## src/rtl/ps2_keymap.sv

```systemverilog
// PS/2 set-2 scan-code to ASCII translator: prefix FSM, shift/caps tracking,
// and a small output character FIFO with a sticky overflow flag.
module ps2_keymap #(
    parameter int FIFO_DEPTH = 4
) (
    input  logic       clk,
    input  logic       reset,
    input  logic       code_valid,
    input  logic [7:0] code,
    input  logic       rx_error,
    input  logic       out_ready,
    output logic       out_valid,
    output logic [7:0] out_char,
    output logic       shift_o,
    output logic       caps_o,
    output logic       overflow
);

    localparam int PTR_W = (FIFO_DEPTH > 1) ? $clog2(FIFO_DEPTH) : 1;
    localparam int CNT_W = $clog2(FIFO_DEPTH + 1);

    typedef enum logic [1:0] {
        S_IDLE,
        S_EXT,
        S_BREAK,
        S_EXT_BREAK
    } state_t;

    state_t             r_state;
    state_t             w_state_next;
    logic               r_lshift;
    logic               r_rshift;
    logic               r_caps;
    logic               r_overflow;
    logic               w_lshift_next;
    logic               w_rshift_next;
    logic               w_caps_next;

    logic [7:0]         w_map_char;
    logic               w_map_hit;
    logic               w_map_letter;
    logic               w_wr_req;
    logic [7:0]         w_wr_data;

    logic [7:0]         r_mem [FIFO_DEPTH];
    logic [PTR_W-1:0]   r_wr_ptr;
    logic [PTR_W-1:0]   r_rd_ptr;
    logic [PTR_W-1:0]   w_rd_ptr_inc;
    logic [CNT_W-1:0]   r_count;
    logic [7:0]         r_out_char;
    logic [7:0]         w_out_char_next;
    logic               w_full;
    logic               w_pop;
    logic               w_push;
    logic               w_drop;

    // Unextended make-code table; 0x00 marks an unmapped code.
    always_comb begin
        w_map_char = 8'h00;
        case (code)
            8'h1C: w_map_char = 8'h61;
            8'h32: w_map_char = 8'h62;
            8'h21: w_map_char = 8'h63;
            8'h23: w_map_char = 8'h64;
            8'h24: w_map_char = 8'h65;
            8'h2B: w_map_char = 8'h66;
            8'h34: w_map_char = 8'h67;
            8'h33: w_map_char = 8'h68;
            8'h43: w_map_char = 8'h69;
            8'h3B: w_map_char = 8'h6A;
            8'h42: w_map_char = 8'h6B;
            8'h4B: w_map_char = 8'h6C;
            8'h3A: w_map_char = 8'h6D;
            8'h31: w_map_char = 8'h6E;
            8'h44: w_map_char = 8'h6F;
            8'h4D: w_map_char = 8'h70;
            8'h15: w_map_char = 8'h71;
            8'h2D: w_map_char = 8'h72;
            8'h1B: w_map_char = 8'h73;
            8'h2C: w_map_char = 8'h74;
            8'h3C: w_map_char = 8'h75;
            8'h2A: w_map_char = 8'h76;
            8'h1D: w_map_char = 8'h77;
            8'h22: w_map_char = 8'h78;
            8'h35: w_map_char = 8'h79;
            8'h1A: w_map_char = 8'h7A;
            8'h45: w_map_char = 8'h30;
            8'h16: w_map_char = 8'h31;
            8'h1E: w_map_char = 8'h32;
            8'h26: w_map_char = 8'h33;
            8'h25: w_map_char = 8'h34;
            8'h2E: w_map_char = 8'h35;
            8'h36: w_map_char = 8'h36;
            8'h3D: w_map_char = 8'h37;
            8'h3E: w_map_char = 8'h38;
            8'h46: w_map_char = 8'h39;
            8'h29: w_map_char = 8'h20;
            8'h5A: w_map_char = 8'h0D;
            8'h66: w_map_char = 8'h08;
            default: w_map_char = 8'h00;
        endcase
    end

    assign w_map_hit    = (w_map_char != 8'h00);
    assign w_map_letter = (w_map_char >= 8'h61) && (w_map_char <= 8'h7A);

    // Prefix FSM and modifier tracking; rx_error discards the byte and any prefix.
    always_comb begin
        w_state_next  = r_state;
        w_lshift_next = r_lshift;
        w_rshift_next = r_rshift;
        w_caps_next   = r_caps;
        w_wr_req      = 1'b0;
        w_wr_data     = 8'h00;
        if (rx_error) begin
            w_state_next = S_IDLE;
        end else if (code_valid) begin
            case (r_state)
                S_IDLE: begin
                    if (code == 8'hE0) begin
                        w_state_next = S_EXT;
                    end else if (code == 8'hF0) begin
                        w_state_next = S_BREAK;
                    end else begin
                        w_state_next = S_IDLE;
                        if (code == 8'h12) begin
                            w_lshift_next = 1'b1;
                        end else if (code == 8'h59) begin
                            w_rshift_next = 1'b1;
                        end else if (code == 8'h58) begin
                            w_caps_next = ~r_caps;
                        end else if (w_map_hit) begin
                            w_wr_req  = 1'b1;
                            w_wr_data = (w_map_letter && (shift_o ^ r_caps)) ?
                                        (w_map_char - 8'h20) : w_map_char;
                        end
                    end
                end
                S_EXT: begin
                    if (code == 8'hF0) begin
                        w_state_next = S_EXT_BREAK;
                    end else begin
                        w_state_next = S_IDLE;
                        if (code == 8'h5A) begin
                            w_wr_req  = 1'b1;
                            w_wr_data = 8'h0D;
                        end
                    end
                end
                S_BREAK: begin
                    w_state_next = S_IDLE;
                    if (code == 8'h12) w_lshift_next = 1'b0;
                    if (code == 8'h59) w_rshift_next = 1'b0;
                end
                default: begin
                    w_state_next = S_IDLE;
                end
            endcase
        end
    end

    assign w_full       = (r_count == CNT_W'(FIFO_DEPTH));
    assign w_pop        = (r_count != '0) && out_ready;
    assign w_push       = w_wr_req && (!w_full || w_pop);
    assign w_drop       = w_wr_req && w_full && !w_pop;
    assign w_rd_ptr_inc = PTR_W'(r_rd_ptr + 1'b1);

    // Registered head: next entry on pop, bypass the incoming byte when the FIFO drains.
    always_comb begin
        w_out_char_next = r_out_char;
        if (w_pop) begin
            if (r_count > CNT_W'(1)) begin
                w_out_char_next = r_mem[w_rd_ptr_inc];
            end else if (w_push) begin
                w_out_char_next = w_wr_data;
            end else begin
                w_out_char_next = 8'h00;
            end
        end else if (w_push && (r_count == '0)) begin
            w_out_char_next = w_wr_data;
        end
    end

    always_ff @(posedge clk) begin
        if (w_push) begin
            r_mem[r_wr_ptr] <= w_wr_data;
        end
    end

    always_ff @(posedge clk) begin
        if (reset) begin
            r_state    <= S_IDLE;
            r_lshift   <= 1'b0;
            r_rshift   <= 1'b0;
            r_caps     <= 1'b0;
            r_overflow <= 1'b0;
            r_wr_ptr   <= '0;
            r_rd_ptr   <= '0;
            r_count    <= '0;
            r_out_char <= 8'h00;
        end else begin
            r_state    <= w_state_next;
            r_lshift   <= w_lshift_next;
            r_rshift   <= w_rshift_next;
            r_caps     <= w_caps_next;
            r_overflow <= r_overflow | w_drop;
            r_out_char <= w_out_char_next;
            if (w_push) r_wr_ptr <= PTR_W'(r_wr_ptr + 1'b1);
            if (w_pop)  r_rd_ptr <= w_rd_ptr_inc;
            case ({w_push, w_pop})
                2'b10:   r_count <= CNT_W'(r_count + 1'b1);
                2'b01:   r_count <= CNT_W'(r_count - 1'b1);
                default: r_count <= r_count;
            endcase
        end
    end

    assign out_valid = (r_count != '0);
    assign out_char  = r_out_char;
    assign shift_o   = r_lshift | r_rshift;
    assign caps_o    = r_caps;
    assign overflow  = r_overflow;

endmodule

```

## config.mk

```make
export PLATFORM = sky130hd
export DESIGN_NAME = ps2_keymap
export DESIGN_NICKNAME = d
export VERILOG_FILES = /design/src/rtl/ps2_keymap.sv
export SDC_FILE = /design/constraint.sdc
export NUM_CORES = 1
export LEC_CHECK = 0
export ABC_AREA = 1
export BUFFER_PORTS_ARGS = -buffer_cell sky130_fd_sc_hd__buf_4
export CORE_UTILIZATION = 45
export DETAILED_ROUTE_END_ITERATION = 16
export GPL_ROUTABILITY_DRIVEN = 0
export PLACE_DENSITY = 0.58
export SYNTH_ARGS = -nofsm -noshare
export SYNTH_HDL_FRONTEND = slang
export SYNTH_SLANG_ARGS = --single-unit
```

## constraint.sdc

```tcl
create_clock -name clk -period 2.7 [get_ports clk]
set_input_delay 0.135 -clock clk [delete_from_list [all_inputs] [get_ports clk]]
set_output_delay 0.135 -clock clk [all_outputs]
set_load 0.05 [all_outputs]
```

==> results of run 1 <==
-- cells in the final DEF, fill, tap and decap left out, drive strengths merged, types with 10 or more instances in the layout --
| cell type | n |
|---|---|
| nand2 | 144 |
| nor3 | 10 |
| ha | 17 |
| o21ai | 25 |
| buf | 36 |
| inv | 68 |
| nand3 | 33 |
| nor2 | 63 |
| dfxtp | 21 |
| edfxtp | 32 |
| a21oi | 31 |
-- metal layers --
layer | part of all wire | track usage | vias to the layer above
met3 | 0.039 | 0.0235 | 9
met5 | 0 | 0 | -
met4 | 0.013 | 0.0661 | 0
met2 | 0.47 | 0.363 | 75
li1 | - | - | 1655
met1 | 0.48 | 0.295 | 1426
-- worst max path at each step --
| stage | endpoint | start | slack (ns) | cells past startpoint |
|---|---|---|---|---|
| global placement | r_count[2] | code[1] | -0.01 | 19 |
| global route | r_count[2] | code[1] | 0.03 | 19 |
| detailed placement | r_count[2] | code[1] | -0.01 | 19 |
| floorplan | out_char[5] | r_count[0] | 0.27 | 12 |
| CTS | r_count[2] | code[1] | 0.31 | 19 |
| finish | r_count[2] | code[1] | 0.30 | 19 |
-- final cells by class --
cell class              instances  area, µm²  share of cell area
clock buffers                   5       68.8              0.0172
clock inverters                 3       25.0             0.00624
inverters                      70        269              0.0671
multi-input cells             358       1870               0.466
flip-flops and latches         53       1380               0.344
well taps                     102        128              0.0318
repair buffers                 36        270              0.0674
-- worst max-delay path: cells and delay by family --
| family | cells | cell delay, ns |
|---|---|---|
| adder cells (fa/ha/maj) | 2 | 0.62 |
| AND/OR/NAND/NOR | 10 | 0.94 |
| AO/OA/AOI/OAI | 5 | 0.59 |
| buffers and inverters | 2 | 0.32 |
-- sequential cells by signal, indices dropped and copies added, names as in the netlist --
name	count
out_char	8
r_state	2
r_count	3
r_wr_ptr	2
caps_o	1
r_rd_ptr	2
overflow	1
r_mem	32
r_rshift	1
r_lshift	1
-- cells by family after synthesis --
| kind of cell | synth area share |
|---|---|
| fa+ha+maj | 0.0589 |
| simple gates | 0.324 |
| buf+inv | 0.0995 |
| flops | 0.383 |
| xor+xnor | 0.00728 |
| mux | 0.00555 |
| compound gates | 0.122 |
-- power groups by stage --
stage                     Combinational (mW)  Clock, mW  Sequential [mW]
after global placement                  1.20          0            0.988
after CTS                               1.21      0.474            0.972
after global routing                    1.34      0.510            0.982
after floorplan                        0.746          0             1.10
final                                   1.20      0.470            0.971
after detailed placement                1.21          0            0.990
==> summary.txt, run 1 <==
Detailed routing
  – Routed len/inst: 13.6 µm
  – DRC viols: 0
  – Via density: 5.05
  – Remaining antenna violation count: 0
  – Vias after detailed routing: 3,165
  – Starting DRT DRC Count: 168
  – Final WL: 8540 µm
  – Pre-Repair DR Iteration Count: 5

STA
  – Slew Limit Fails: 0
  – Hold slack: 0.0407 ns
  – Max_slew headroom: 0.725
  – Final hold viol count: 0
  – Final Setup Violations: 0
  – Tcrit/Tclk final: 0.890
  – Setup TNS: 0 ns
  – Post-route setup slack: 0.296 ns
  – Worst-Margin Slew: 0.409 ns
  – FMAX: 416 MHz
  – RSZ-0062 raised after global routing: no
  – Period minus WS final: 2.40 ns
  – Setup Skew: 0.0164 ns

Job
  – Total of max-cap violations: 0

CTS
  – Post-cts gate resize count: 0
  – Clock Sink Count: 53
  – CTS H-tree lvls: 2
  – Skew-Pair Late Insertion Delay: 0.31 ns
  – Post-CTS setup buffers: 0
  – Post-CTS Hold Buffers: 0
  – Total CTS buffers: 5
  – Clk slew on worst S/H paths: 0.10 ns
  – CTS root buffer: clkbuf_8
  – CTS tree: yes
  – Clock Tree Buf Depth: 2

Floorplanning
  – Die area: 8380 µm²
  – Die Y: 91.6 µm
  – Die width: 91.6 µm
  – Rows: 32
  – # IOs: 25
  – Starting Density: 0.467
  – Core area: 7730 µm²

Placed design
  – # placed instances: 619
  – Dpl ws: -0.0112 ns
  – Area post-placement: 3920 µm²
  – HPWL Detailed: 6590 µm
  – IO buf count: 24

Worst hold path
  – Hold path startpoint: code_valid
  – Hold Path Stages: 2
  – Endpoint, Worst Hold: r_state[1]
  – Worst min path class: input pin to flip-flop

Pwr
  – Int Power: 1.51 mW
  – Sequential share of power: 0.367
  – Sw Share: 0.429
  – Total design power: 2.64 mW
  – LEAKAGE: 1.92 nW
  – VDD IR max: 0.265 mV
  – Clock Power Share: 0.178
  – PwrDens: 659 nW/µm²
  – Psw: 1.13 mW
  – Comb power frac: 0.455

Critical path
  – R2R setup slack: 0.36 ns
  – Reg2reg end: r_count[2]
  – Cell Chain, Critical Path: buf_4 -> inv_1 -> ha_1 -> nand2_1 -> o21ai_0 -> nand2_1 -> nor2_1 -> a21oi_2 -> nand2_2 -> nor2_1 -> nand2_2 -> nand2_4 -> nand2_4 -> nand2_4 -> ha_1 -> nor2_1 -> o21ai_0 -> o21ai_0 -> a21oi_1
  – Crit path max fanout: 7
  – Crit-path max cell delay: 0.32 ns
  – Crit path arrival time: 2.61 ns
  – CP endpoint kind: flip-flop
  – Slowest cell on crit path: ha_1
  – Worst reg2reg path depth: 13
  – Crit path kind: input pin to flip-flop
  – Critical path required time: 2.91 ns
  – Setup crit start kind: input pin
  – Reg2reg start: r_state[0]

Global route
  – Congestion Overflow GR: 0
  – Pin count of the biggest net entering global routing: 19
  – Vias in the first global route: 3,078
  – Global-route wire length before repair: 14,600 µm
  – Initial antenna violation count: 0
  – GRT Overall Usage: 0.217

Outcome
  – Status: finished, final reports clean

Finish
  – Final Instance Count excl. Fillers: 627
  – Fill cells: 764
  – Area delta synth->final: 11.1%
  – Antenna Cells: 0
  – Nets@finish: 554
  – Ratio of cells with drive above 1 in the final layout: 0.139
  – Final instance area: 4010 µm²
  – Final core occ: 0.519

Synth
  – Dominant cell type by area after synthesis: edfxtp_1
  – Syn_nets: 522
  – Share of the synthesized area in the top cell type: 0.266
  – Most frequent cell after synthesis: nand2_1
  – Main area contributors after synthesis: edfxtp_1 (27%), nand2_1 (14%), dfxtp_1 (12%)
  – Post-Synthesis Cells: 492
  – Fraction of registers with async set/reset: 0
  – Post-synth top cells: nand2_1 (133), inv_1 (64), nor2_1 (56), edfxtp_1 (32), nand3_1 (31)
  – Sequential-to-total area share from yosys stat: 0.383
  – Post-synth top flop: edfxtp_1
  – Synthesized area: 3610 µm²
  – Distinct cells, synth: 42
  – Syn Area/Cell: 7.34 µm²
  – EDFF count, synth: 32
  – Yosys warns: 0
  – #FFs+latches synth: 53
No activity file was read; power rests on OpenSTA's default activity.
==> run 2, diff against run 1 <==
--- a/config.mk
+++ b/config.mk
@@ -11,6 +11,7 @@
 export DETAILED_ROUTE_END_ITERATION = 16
 export GPL_ROUTABILITY_DRIVEN = 0
 export PLACE_DENSITY = 0.58
+export REMOVE_ABC_BUFFERS = 1
 export SYNTH_ARGS = -nofsm -noshare
 export SYNTH_HDL_FRONTEND = slang
 export SYNTH_SLANG_ARGS = --single-unit
==> run 2 against run 1 <==
Effect of this change:
- critical endpoint unchanged
- register-to-register slack better by 0.05 ns
- hold slack better by 0.0054 ns
- cell count down 0.16%
- sequential share of layout area about the same
- global-route usage up 0.26 points
- worst setup slack better by 0.027 ns
==> summary.txt, run 2 (synthesis gave the netlist of run 1 again) <==
Global route
  – Pin count of the biggest net entering global routing: 20
  – GRT Overall Usage: 0.220
  – Congestion Overflow GR: 0
  – Initial antenna violation count: 0
  – Global-route wire length before repair: 14,600 µm
  – Vias in the first global route: 3,071

Placed design
  – Dpl ws: -0.0524 ns
  – IO buf count: 24
  – Area post-placement: 3910 µm²
  – HPWL Detailed: 6580 µm
  – # placed instances: 618

Pwr
  – VDD IR max: 0.260 mV
  – Int Power: 1.51 mW
  – Clock Power Share: 0.177
  – Sw Share: 0.429
  – Sequential share of power: 0.368
  – PwrDens: 660 nW/µm²
  – LEAKAGE: 1.91 nW
  – Comb power frac: 0.455
  – Psw: 1.13 mW

Critical path
  – Setup crit start kind: input pin
  – R2R setup slack: 0.41 ns
  – Cell Chain, Critical Path: buf_4 -> inv_1 -> ha_2 -> nand2_1 -> o21ai_0 -> nand2_1 -> nor2_1 -> a21oi_2 -> nand2_2 -> nor2_1 -> nand2_2 -> nand2_4 -> nand2_4 -> nand2_4 -> ha_1 -> nor2_1 -> o21ai_1 -> o21ai_0 -> a21oi_1
  – Reg2reg end: r_count[2]
  – Crit path arrival time: 2.58 ns
  – Crit path kind: input pin to flip-flop
  – Critical path required time: 2.90 ns
  – CP Buf/Inv Count: 2
  – Crit-path max cell delay: 0.33 ns
  – CP delay by family, top: simple AND/OR/NAND/NOR gates
  – CP endpoint kind: flip-flop
  – Reg2reg start: r_state[1]
  – Worst reg2reg path depth: 13
  – Crit path max fanout: 7
  – Slowest cell on crit path: ha_1

Job
  – Total of max-cap violations: 0

Worst hold path
  – Endpoint, Worst Hold: r_state[1]
  – Worst min path class: input pin to flip-flop
  – Hold Path Stages: 2
  – Hold path startpoint: code_valid

Detailed routing
  – Starting DRT DRC Count: 151
  – DRC viols: 0
  – Vias after detailed routing: 3,175
  – Pre-Repair DR Iteration Count: 4
  – Routed len/inst: 13.9 µm
  – Via density: 5.07
  – Final WL: 8680 µm
  – Remaining antenna violation count: 0

Finish
  – Nets@finish: 553
  – Register with the most flip-flops: r_mem
  – Antenna Cells: 0
  – Max reg flops: 32
  – Commonest non-fill, non-tap cells in the layout: nand2_1 (133), inv_1 (64), nor2_1 (56)
  – Final Instance Count excl. Fillers: 626
  – Most common cell after layout, fill and taps aside: nand2_1
  – Fill cells: 782
  – Final instance area: 4010 µm²
  – Ratio of cells with drive above 1 in the final layout: 0.141
  – Area delta synth->final: 11.1%

STA
  – Post-route setup slack: 0.323 ns
  – FMAX: 421 MHz
  – Setup TNS: 0 ns
  – Period minus WS final: 2.38 ns
  – Final hold viol count: 0
  – Final Setup Violations: 0
  – RSZ-0062 raised after global routing: no
  – Worst-Margin Slew: 0.436 ns
  – Max_slew headroom: 0.707
  – Setup Skew: 0.0168 ns
  – Hold slack: 0.0461 ns
  – Tcrit/Tclk final: 0.880
  – Slew Limit Fails: 0

CTS
  – Clock Tree Buf Depth: 2
  – Post-CTS Hold Buffers: 0
  – Clock Sink Count: 53
  – CTS H-tree lvls: 2
  – Skew-Pair Late Insertion Delay: 0.32 ns
  – Clk slew on worst S/H paths: 0.09 ns
  – CTS root buffer: clkbuf_8
  – Total CTS buffers: 5
  – CTS tree: yes

Floorplanning
  – Core area: 7730 µm²
  – Die area: 8380 µm²
  – # IOs: 25
  – Rows: 32
  – Starting Density: 0.467
  – Die width: 91.6 µm
  – Die Y: 91.6 µm

Outcome
  – Status: finished, final reports clean
==> run 2: through the flow <==
stage | total power [mW] | util
4_1_cts | 2.66 | 0.518
2_1_floorplan | 1.82 | -
5_1_grt | 2.84 | 0.519
6_report | 2.65 | 0.519
3_3_place_gp | 2.18 | 0.506
3_5_place_dp | 2.20 | 0.506
==> run 2: how the worst max path moves through the flow <==
stage	start	end	slack, ns	cells after the start
after floorplan	r_count[0]	out_char[5]	0.10	12
after global placement	code[1]	r_count[2]	-0.06	19
after detailed placement	code[1]	r_count[2]	-0.05	19
after CTS	code[1]	r_count[2]	0.26	19
after global routing	code[1]	r_count[2]	0.04	21
final	code[1]	r_count[2]	0.32	19
==> run 2: cell type report <==
cell class,count,area (µm²),area share
clock inverter,3,25.0,0.00624
inverter,70,269,0.0671
clock buffer,5,68.8,0.0172
multi-input combinational,358,1870,0.468
tap,102,128,0.0318
timing repair buffer,35,263,0.0655
sequential,53,1380,0.345
==> run 2: layer usage <==
layer	part of all wire	up-vias	global-route usage	wire [µm]
met3	0.033	20	0.0285	285
met1	0.46	1424	0.278	3990
met2	0.48	72	0.392	4210
met4	0.022	0	0.0582	192
li1	-	1659	-	-
met5	0	-	0	0
==> run 2: what timing repair did <==
item | CTS | global route
endpoints found under the hold margin | 0 | 0
resized for setup | 0 | 3
setup endpoints to repair | 0 | 1
setup buffers | 0 | 0
==> run 2: power by group through the flow <==
stage	sequential (mW)	combinational, mW	clock (mW)
floorplan	1.12	0.696	0
global placement	0.988	1.20	0
detailed placement	0.992	1.21	0
CTS	0.974	1.21	0.475
global route	0.983	1.35	0.509
finish	0.972	1.20	0.468
==> run 3, diff against run 2 <==
--- a/config.mk
+++ b/config.mk
@@ -7,11 +7,12 @@
 export LEC_CHECK = 0
 export ABC_AREA = 1
 export BUFFER_PORTS_ARGS = -buffer_cell sky130_fd_sc_hd__buf_4
-export CORE_UTILIZATION = 45
+export CORE_UTILIZATION = 55
 export DETAILED_ROUTE_END_ITERATION = 16
 export GPL_ROUTABILITY_DRIVEN = 0
-export PLACE_DENSITY = 0.58
+export PLACE_DENSITY = 0.7
 export REMOVE_ABC_BUFFERS = 1
+export SLEW_MARGIN = 25
 export SYNTH_ARGS = -nofsm -noshare
 export SYNTH_HDL_FRONTEND = slang
 export SYNTH_SLANG_ARGS = --single-unit
==> run 3 against run 2 <==
Effect of this change:
- register-to-register slack improved by 0.04 ns
- sequential share of layout area increased by 0.097 points
- clock power increased by 11%
- utilization increased by 11 points
- global-route usage increased by 3.2 points
- flip-flop and latch count unchanged
==> summary.txt, run 3 (synthesis gave the netlist of run 1 again) <==
CTS
  – Clock Tree Buf Depth: 2
  – Total CTS buffers: 5
  – Skew-Pair Late Insertion Delay: 0.30 ns
  – Clock Sink Count: 53
  – Post-CTS Hold Buffers: 0
  – Clk slew on worst S/H paths: 0.08 ns
  – CTS root buffer: clkbuf_8
  – CTS H-tree lvls: 2
  – CTS tree: yes
  – Post-cts gate resize count: 0
  – Post-CTS setup buffers: 0

Critical path
  – Critical path required time: 2.88 ns
  – Setup crit start kind: input pin
  – Crit path kind: input pin to flip-flop
  – Crit-path max cell delay: 0.32 ns
  – Crit path max fanout: 7
  – Cell Chain, Critical Path: buf_4 -> inv_1 -> ha_1 -> nand2_1 -> o21ai_0 -> nand2_1 -> nor2_1 -> a21oi_2 -> nand2_2 -> nor2_1 -> nand2_2 -> nand2_4 -> nand2_4 -> nand2_4 -> ha_1 -> nor2_1 -> o21ai_0 -> o21ai_0 -> a21oi_1
  – Crit path arrival time: 2.58 ns
  – Reg2reg start: r_state[0]
  – Crit path launch: code[1]
  – Slowest cell on crit path: ha_1
  – CP endpoint kind: flip-flop

Global route
  – GRT Overall Usage: 0.252
  – Initial antenna violation count: 0
  – Pin count of the biggest net entering global routing: 20
  – Congestion Overflow GR: 0
  – Global-route wire length before repair: 14,100 µm
  – Vias in the first global route: 3,001

Worst hold path
  – Hold path startpoint: code_valid
  – Worst min path class: input pin to flip-flop

Finish
  – Nets@finish: 554
  – Max reg flops: 32
  – Fill cells: 562
  – Area delta synth->final: 10.7%
  – Most common cell after layout, fill and taps aside: nand2_1
  – Commonest non-fill, non-tap cells in the layout: nand2_1 (133), inv_1 (64), nor2_1 (56)
  – Antenna Cells: 0
  – Final Instance Count excl. Fillers: 602
  – Final core occ: 0.630
  – Ratio of cells with drive above 1 in the final layout: 0.137
  – Register with the most flip-flops: r_mem

Detailed routing
  – Remaining antenna violation count: 0
  – Vias after detailed routing: 3,247
  – Routed len/inst: 13.9 µm
  – Final WL: 8390 µm
  – Pre-Repair DR Iteration Count: 6
  – Via density: 5.39
  – DRC viols: 0
  – Starting DRT DRC Count: 178

Pwr
  – PwrDens: 676 nW/µm²
  – VDD IR max: 0.594 mV
  – LEAKAGE: 1.93 nW

STA
  – Tcrit/Tclk final: 0.889
  – Max_slew headroom: 0.664
  – Final Setup Violations: 0
  – FMAX: 417 MHz
  – Final hold viol count: 0
  – Worst-Margin Slew: 0.500 ns
  – Period minus WS final: 2.40 ns
  – Slew Limit Fails: 0
  – RSZ-0062 raised after global routing: no
  – Setup TNS: 0 ns
  – Setup Skew: 0.0146 ns

Placed design
  – # placed instances: 594
  – IO buf count: 24
  – HPWL Detailed: 6400 µm

Floorplanning
  – Die area: 6890 µm²
  – Rows: 29
  – Starting Density: 0.568
  – Core area: 6350 µm²
  – Die width: 83.0 µm
  – Die Y: 83.0 µm
  – # IOs: 25

Outcome
  – Status: finished, final reports clean

Job
  – Total of max-cap violations: 0
==> run 3: changes by cell type in the layout (fill, tap and decap cells not counted) <==
| cell | delta |
|---|---|
| o21ai_1 | -1 |
| o21ai_0 | +1 |
| inv_6 | -1 |
| ha_2 | -2 |
| ha_1 | +2 |
| buf_4 | +1 |
| clkinvlp_4 | -1 |
| bufinv_16 | +1 |
| clkbuf_1 | +1 |
==> run 3: power by group <==
group | internal [mW] | switching, mW | leakage [nW] | total, mW
logic | 0.405 | 0.802 | 1.40 | 1.21
clock network | 0.278 | 0.240 | 0.0554 | 0.519
registers | 0.928 | 0.0497 | 0.472 | 0.977
total | 1.61 | 1.09 | 1.93 | 2.70
==> run 3: final cells by class <==
| cell class | instances | area, µm² | area share |
|---|---|---|---|
| multi-input combinational | 358 | 1870 | 0.468 |
| sequential | 53 | 1380 | 0.346 |
| timing repair buffer | 36 | 270 | 0.0676 |
| inverter | 70 | 269 | 0.0673 |
| tap | 77 | 96.3 | 0.0241 |
| clock buffer | 6 | 72.6 | 0.0182 |
| clock inverter | 2 | 38.8 | 0.00970 |
==> run 3: final timing paths <==
kind                                    to  slack (ns)  depth (start not counted)
worst min register to register    overflow        0.49                          2
worst max-delay path            r_count[2]        0.30                         19
worst max register to register  r_count[2]        0.45                         13
worst min-delay path            r_state[1]        0.06                          2
==> run 3: critical path: cells and delay by family <==
kind	cells	cell delay [ns]
AO/OA/AOI/OAI	5	0.61
AND/OR/NAND/NOR	10	0.88
adder cells (fa/ha/maj)	2	0.62
buffers and inverters	2	0.32
==> run 3: routing by layer <==
layer  vias up  global-route usage  routed length (µm)  share of wire
li1       1658                   -                   -              -
met5         -                   0                   0              0
met2       136               0.447                4060           0.48
met1      1437               0.327                3750           0.45
met4         0              0.0564                 139          0.017
met3        16              0.0318                 436          0.052
==> run 3: per-stage QoR <==
stage | total power, mW | setup slack (ns) | hold slack, ns | cell area [µm²]
floorplan | 1.82 | 0.105 | 0.204 | 3520
global route | 2.89 | 0.0717 | 0.0476 | 4000
detailed placement | 2.20 | 0.0207 | 0.375 | 3890
finish | 2.70 | 0.301 | 0.0601 | 4000
CTS | 2.72 | 0.334 | 0.0558 | 4000
global placement | 2.18 | 0.0771 | 0.366 | 3890
